**config.mk**
```make
export PLATFORM = sky130hd
export DESIGN_NAME = quad_step_gen
export DESIGN_NICKNAME = d
export VERILOG_FILES = /design/src/rtl/quad_pkg.sv /design/src/rtl/quad_debounce.sv /design/src/rtl/quad_step_gen.sv
export SDC_FILE = /design/constraint.sdc
export NUM_CORES = 1
export LEC_CHECK = 0
export BUFFER_PORTS_ARGS = -buffer_cell sky130_fd_sc_hd__buf_2
export CAP_MARGIN = 20
export CORE_MARGIN = 2
export CORE_UTILIZATION = 54
export DETAILED_ROUTE_END_ITERATION = 7
export HOLD_SLACK_MARGIN = 0.15
export PLACE_DENSITY = 0.74
export SETUP_SLACK_MARGIN = 0.02
export SLEW_MARGIN = 40
export SYNTH_ARGS = -nofsm -noshare
export SYNTH_HDL_FRONTEND = slang
export SYNTH_SLANG_ARGS = --single-unit
```
**constraint.sdc**
```tcl
create_clock -name clk -period 1.4 [get_ports clk]
set_input_delay 0.14 -clock clk [delete_from_list [all_inputs] [get_ports clk]]
set_output_delay 0.14 -clock clk [all_outputs]
set_load 0.01 [all_outputs]
```
**src/rtl/quad_pkg.sv**
```systemverilog
// Shared types and Gray-code constants for the quadrature step generator.
// The x4 decode option is selected elsewhere with the QUAD_X4_EN macro.
package quad_pkg;

    typedef enum logic {INIT, TRACK} quad_state_t;

    typedef logic [1:0] quad_ab_t;

    localparam quad_ab_t AB_00 = 2'b00;
    localparam quad_ab_t AB_01 = 2'b01;
    localparam quad_ab_t AB_11 = 2'b11;
    localparam quad_ab_t AB_10 = 2'b10;

    // Clockwise successor in the sequence 00 -> 01 -> 11 -> 10 -> 00.
    function automatic quad_ab_t gray_next(input quad_ab_t ab);
        quad_ab_t nxt;
        case (ab)
            AB_00:   nxt = AB_01;
            AB_01:   nxt = AB_11;
            AB_11:   nxt = AB_10;
            default: nxt = AB_00;
        endcase
        return nxt;
    endfunction

endpackage

```
**src/rtl/quad_debounce.sv**
```systemverilog
// One encoder channel: synchroniser chain followed by a debounce counter.
// While init is high the debounced value tracks the synchroniser output directly.
module quad_debounce
    import quad_pkg::*;
#(
    parameter int unsigned SYNC_STAGES     = 2,
    parameter int unsigned DEBOUNCE_CYCLES = 1000
) (
    input  logic clk,
    input  logic rst_n,
    input  logic raw,
    input  logic init,
    output logic clean
);

    localparam int unsigned CntW = $clog2(DEBOUNCE_CYCLES + 1);

    logic [SYNC_STAGES-1:0] sync_q;
    logic [CntW-1:0]        cnt_q;
    logic                   clean_q;
    logic                   sync_s;

    assign sync_s = sync_q[SYNC_STAGES-1];
    assign clean  = clean_q;

    always_ff @(posedge clk) begin
        if (!rst_n) begin
            sync_q  <= '0;
            cnt_q   <= '0;
            clean_q <= 1'b0;
        end else begin
            sync_q <= {sync_q[SYNC_STAGES-2:0], raw};
            if (init) begin
                clean_q <= sync_s;
                cnt_q   <= '0;
            end else if (sync_s == clean_q) begin
                cnt_q <= '0;
            end else if (cnt_q == CntW'(DEBOUNCE_CYCLES)) begin
                clean_q <= sync_s;
                cnt_q   <= '0;
            end else begin
                cnt_q <= cnt_q + CntW'(1);
            end
        end
    end

endmodule

```
**src/rtl/quad_step_gen.sv**
```systemverilog
// Quadrature front end: debounced A/B decoded into step/up pulses plus err on illegal moves.
// Define QUAD_X4_EN for a step on every legal transition; default emits one step per detent.
module quad_step_gen
    import quad_pkg::*;
#(
    parameter int unsigned SYNC_STAGES     = 2,
    parameter int unsigned DEBOUNCE_CYCLES = 1000
) (
    input  logic clk,
    input  logic rst_n,
    input  logic a_in,
    input  logic b_in,
    output logic step,
    output logic up,
    output logic err
);

    localparam int unsigned InitW = $clog2(DEBOUNCE_CYCLES + 1);

    quad_state_t    state_q, state_d;
    logic [InitW-1:0] init_cnt_q;
    quad_ab_t       prev_q, cur;
    logic           clean_a, clean_b, in_init;
    logic           step_q, step_d, up_q, up_d, err_q, err_d;

    assign in_init = (state_q == INIT);
    assign cur     = {clean_a, clean_b};

    quad_debounce #(
        .SYNC_STAGES    (SYNC_STAGES),
        .DEBOUNCE_CYCLES(DEBOUNCE_CYCLES)
    ) u_deb_a (
        .clk  (clk),
        .rst_n(rst_n),
        .raw  (a_in),
        .init (in_init),
        .clean(clean_a)
    );

    quad_debounce #(
        .SYNC_STAGES    (SYNC_STAGES),
        .DEBOUNCE_CYCLES(DEBOUNCE_CYCLES)
    ) u_deb_b (
        .clk  (clk),
        .rst_n(rst_n),
        .raw  (b_in),
        .init (in_init),
        .clean(clean_b)
    );

    always_ff @(posedge clk) begin
        if (!rst_n) begin
            state_q    <= INIT;
            init_cnt_q <= '0;
            prev_q     <= AB_00;
            step_q     <= 1'b0;
            up_q       <= 1'b0;
            err_q      <= 1'b0;
        end else begin
            state_q <= state_d;
            if (in_init) begin
                init_cnt_q <= init_cnt_q + InitW'(1);
            end
            prev_q <= cur;
            step_q <= step_d;
            up_q   <= up_d;
            err_q  <= err_d;
        end
    end

    always_comb begin
        state_d = state_q;
        if (in_init && (init_cnt_q == InitW'(DEBOUNCE_CYCLES - 1))) begin
            state_d = TRACK;
        end
    end

    always_comb begin
        step_d = 1'b0;
        err_d  = 1'b0;
        up_d   = up_q;
        if (!in_init && (cur != prev_q)) begin
            if ((cur ^ prev_q) == 2'b11) begin
                err_d = 1'b1;
            end else begin
`ifdef QUAD_X4_EN
                step_d = 1'b1;
                up_d   = (gray_next(prev_q) == cur);
`else
                // Only the move that completes a detent (arrival at 00) counts.
                if (cur == AB_00) begin
                    step_d = 1'b1;
                    up_d   = (gray_next(prev_q) == cur);
                end
`endif
            end
        end
    end

    assign step = step_q;
    assign up   = up_q;
    assign err  = err_q;

endmodule

```
* Yosys cells after proc, flatten, opt, wreduce, memory -nomap -nowiden
Index checks and enable logic that the tools add are counted.
Cells by class: mux-type cells 12, bitwise operators 5, reductions and logical operators 11, add/subtract/negate cells 3, equal/unequal tests 14
Operators by type and width (number):
- 10-bit by 1-bit adder with 10-bit output, second input constant | 3
- 10-bit equality test, second input constant | 3
- 1-bit 2-to-1 mux | 8
- 4-bit OR reduction | 2
- 2-bit 2-to-1 mux | 3
- 2-bit case mux with 3 select lines | 1
- 2-bit AND reduction | 3
- 2-bit equality test, second input constant | 2
- 2-bit logical NOT | 2
- 2-bit by 1-bit != test with 1-bit output, second input constant | 2
- 2-bit != test, second input constant | 2
- 1-bit inverter | 4
- 3-bit AND reduction | 1
- 3-bit OR reduction | 1
- 1-bit equality test | 2
- 2-bit by 1-bit equality test with 1-bit output, second input constant | 1
- 2-bit equality test | 1
- 1-bit logical AND | 2
- 2-bit != test | 1
- 2-bit XOR | 1
Storage, ports and cells: input bits 4, output and inout bits 3, register bits 42

* Logic depth before layout (Yosys ltp)
depth in word-level cells 6, gate-level depth with buffers 5, depth with buffers taken out 5

* Hierarchy
A second synthesis with hierarchy kept.
Second synthesis, totals: cells, all modules 195, area total of the unflattened synthesis 1881.8 sq um
Modules (own cells, without submodules):
- quad_debounce | sequential area each 260.2 sq um, area each 593.1 sq um, cells an instance 62, instances 2
- quad_step_gen | sequential area each 320.3 sq um, area each 695.7 sq um, cells an instance 71, instances 1

* Worst setup path before layout
No wires, ideal clock.
path type register to register, start point register init_cnt_q[0], end point register init_cnt_q[8], setup time 115 ps, data arrival time 1181 ps, path buffers 0, stages on the path, launching flop included 6, setup slack 104 ps, period minus slack after synthesis 1296 ps, path through dfxtp_1 ha_1 nand4b_1 nor3_1 xor2_1 and2_1
Between the ends: longest elaborated chain between the ends 1
Ends and longest elaborated chain:
- from (decl) | line quad_step_gen.sv:21 | logic [InitW-1:0] init_cnt_q;
- from (signal assigned) | line quad_step_gen.sv:62 | init_cnt_q <= init_cnt_q + InitW'(1);
- 10-bit by 1-bit adder with 10-bit output | line quad_step_gen.sv:62
Every way passes these cells. A chain may end at the register's enable or synchronous reset.

* Worst setup path after layout
start point register u_deb_a.cnt_q[2], end point register u_deb_a.cnt_q[4]
Between the ends: longest elaborated chain between the ends 2, elaborated cells between the ends (all ways) 3, those cells by class add/sub (1); eq/ne (1); reduce/logical (1)
Ends and longest elaborated chain:
- from (decl) | line quad_debounce.sv:19 | logic [CntW-1:0] cnt_q;
- from (signal assigned) | line quad_debounce.sv:42 | cnt_q <= cnt_q + CntW'(1);
- branches (longest 2 deep; another with 10-bit by 1-bit adder with 10-bit output)
Parallel ways; which one is timed is not known.

==> run metrics <==
class of the tightest hold or removal check=reg2reg; total wire length after detailed routing=3140 µm; clock-pin slew reported for the worst setup and hold paths after clock tree synthesis=0.11 ns; global route overflow=0; data required time of the critical path=1.64 ns; DRC Markers=0; Worst Path Arrival=1.57 ns; type of the worst setup path=reg2reg; antenna-violating nets left=0; crit path setup slack, layout=0.0628 ns; number of failing hold endpoints at the final stage=0; antenna diode count=0; antenna violations before repair=0; Detailed Place HPWL=2210 µm; count of buffers inserted at the top-level ports=6; number of global-route vias before repair=1250; final instance area=0.00207 mm²; Post-Syn Area per Cell=9.25 µm²; Clk Tree Root Cell=clkbuf_4; First-pass DRT Iterations=4; TritonCTS clock tree=done; relative max-transition margin=77.5%; ratio of total power to cell area=914 mW/mm²; outcome=complete, no violations; Final Slew Violations=0; Total Neg Setup Slack=0 ns; unrepaired setup endpoints after global routing=yes; DR vias=1369; category of the worst setup path capture point=register; total clock buffers created by CTS=5; dpl ws=-0.0270 ns; cell area after technology mapping=0.00181 mm²; deepest level of the CTS H-tree=2; pin count of the biggest net entering global routing=24; effective utilization at floorplan=55.2%; startpoint types=register; total instance count after detailed placement=249; number of filler instances in the final layout=285; Sinks on Clock Net=42; Core Footprint=0.00328 mm²; chip height=61.9 µm; final count of negative-setup-slack endpoints=0; Post-Syn Nets=205; LEAKAGE=0.744 nW; fraction of final layout cells sized beyond drive strength 1=19.0%; measured slew at the worst slew-check pin=0.338 ns; # IOs=7; Warnings, synthesis=0; drt first-iter violations=75; clock network latency to the later pin of the worst-skew pair=0.35 ns; area enclosed by the die boundary=0.00384 mm²; number of cell rows=21; Post-Place Cell Area=0.00192 mm²; die outline width=61.9 µm; worst vdd rail ir drop=0.000562 V; portion of the post-synthesis area used by sequential elements=46.4%; number of max-cap violations=0; Distinct cells, synth=37; share of the cycle needed by the critical path after routing=95.5%; cells after synthesis=196; flop and latch count out of synthesis=42; area added between synthesis and finish=14.4%; highest net fanout along the worst path=7; clock buffer depth=2; post-route minimum period=1.34 ns; average wire per standard cell=12.0 µm; post-layout instance count excluding filler cells=262; overall routing resource usage=18.6%; fin nets=224; vias per cell=5.23; f_max=748 MHz; largest clock skew in the final design=0.00813 ns; global-route wire length before repair=5150 µm; final weighted congestion of routability-driven global placement=0.766
[area by class of cell]
class	instances	area, µm²	area share, %
Sequential cell	42	850	41.0
Timing Repair Buffer	15	105	5.07
Inverter	11	41.3	1.99
Tap cell	46	57.6	2.78
Clock inverter	1	5.00	0.241
Clock buffer	7	55.1	2.66
Multi-Input combinational cell	140	960	46.3
[worst paths after layout]
| kind | from | end | slack, ns | cells after the start |
|---|---|---|---|---|
| max | u_deb_a.cnt_q[2] | u_deb_a.cnt_q[4] | 0.06 | 4 |
| min | u_deb_a.sync_q[0] | u_deb_a.sync_q[1] | 0.44 | 1 |
| max reg2reg | u_deb_a.cnt_q[2] | u_deb_a.cnt_q[4] | 0.06 | 4 |
| min reg2reg | u_deb_a.sync_q[0] | u_deb_a.sync_q[1] | 0.44 | 1 |
[placed cells by master (no fill, tap or decap), types with 6 or more instances in the layout]
cell,count
xor2_1,11
dfxtp_1,37
xnor2_1,11
nor2_1,17
inv_1,9
buf_4,6
buf_2,6
nand2_1,13
and2_1,13
nand3_1,10
[kinds of logic (layout without fill, tap and decap cells)]
family | after synthesis | in the layout | synth area share [%]
AND/OR/NAND/NOR | 86 | 86 | 25.9
flip-flops | 42 | 42 | 46.4
AO/OA/AOI/OAI | 24 | 24 | 8.97
XOR/XNOR | 22 | 22 | 10.6
buffers and inverters | 14 | 34 | 2.97
adder cells (fa/ha/maj) | 5 | 5 | 3.45
multiplexers | 3 | 3 | 1.66
[routing by layer]
layer	GRT usage [%]	share of wire, %	vias up
met1	20.4	45	631
li1	-	-	711
met2	32.1	50	19
met4	7.29	1.8	0
met5	0	0	-
met3	7.04	3.4	8
[critical path: stages, from the launching register on]
cell      delay (ns)
dfxtp_2         0.36
and4bb_2        0.32
nand3_2         0.11
o21ai_2         0.33
nor2_1          0.09
[stage by stage]
stage          utilization [%]  hold WS, ns  total power [W]
2_1_floorplan                -        0.255          0.00128
3_3_place_gp              58.4        0.346          0.00130
3_5_place_dp              58.4        0.350          0.00130
4_1_cts                   61.4        0.449          0.00192
5_1_grt                   63.1        0.478          0.00197
6_report                  63.1        0.444          0.00190
[synth_stat cells]
library cell | n | area [µm²]
nand2_1 | 13 | 48.8
o221a_2 | 2 | 22.5
ha_1 | 5 | 62.6
mux2i_1 | 3 | 30.0
a311oi_1 | 2 | 17.5
and3_4 | 1 | 11.3
a21boi_0 | 2 | 15.0
clkbuf_1 | 2 | 7.51
inv_1 | 11 | 41.3
nand4_1 | 4 | 25.0
and3_1 | 3 | 18.8
and2_1 | 13 | 81.3
buf_2 | 1 | 5.00
nor3_1 | 5 | 25.0
nor2_1 | 18 | 67.6
a31oi_1 | 2 | 12.5
o21ai_2 | 1 | 8.76
xnor2_1 | 11 | 96.3
or3_1 | 3 | 18.8
nor3b_1 | 1 | 7.51
nor4_1 | 1 | 6.26
xor2_1 | 11 | 96.3
dfxtp_1 | 42 | 841
o21ai_0 | 6 | 30.0
a21oi_1 | 5 | 25.0
o21ai_1 | 1 | 5.00
nand3_1 | 11 | 55.1
a41oi_1 | 1 | 8.76
nand3b_1 | 1 | 7.51
and4_2 | 1 | 10.0
nand2b_1 | 2 | 12.5
o2bb2ai_1 | 1 | 8.76
and4bb_2 | 1 | 12.5
nand3_2 | 2 | 20.0
o22a_1 | 1 | 8.76
nand4b_1 | 2 | 17.5
nor2b_1 | 4 | 25.0
[registers in the layout, indices dropped and copies added (netlist names)]
register / flops
step: 1
u_deb_b.clean: 1
init_cnt_q: 10
u_deb_a.cnt_q: 10
u_deb_a.clean: 1
u_deb_a.sync_q: 2
prev_q: 2
up: 1
err: 1
state_q: 1
u_deb_b.sync_q: 2
u_deb_b.cnt_q: 10
[what timing repair did]
item,in CTS,in global routing
hold buffers,3,0
setup endpoints to repair,2,16
pin swaps,0,5
endpoints found under the hold margin,3,0
gates resized for setup,1,18
buffers inserted,1,1
[power by group]
part | switching [W] | total [W] | leakage (nW) | internal [W]
Clock | 0.000371 | 0.000615 | 0.0353 | 0.000244
Sequential | 0.0000133 | 0.00122 | 0.343 | 0.00121
Combinational | 0.0000240 | 0.0000578 | 0.366 | 0.0000337
(Power assumes the default switching activity.)
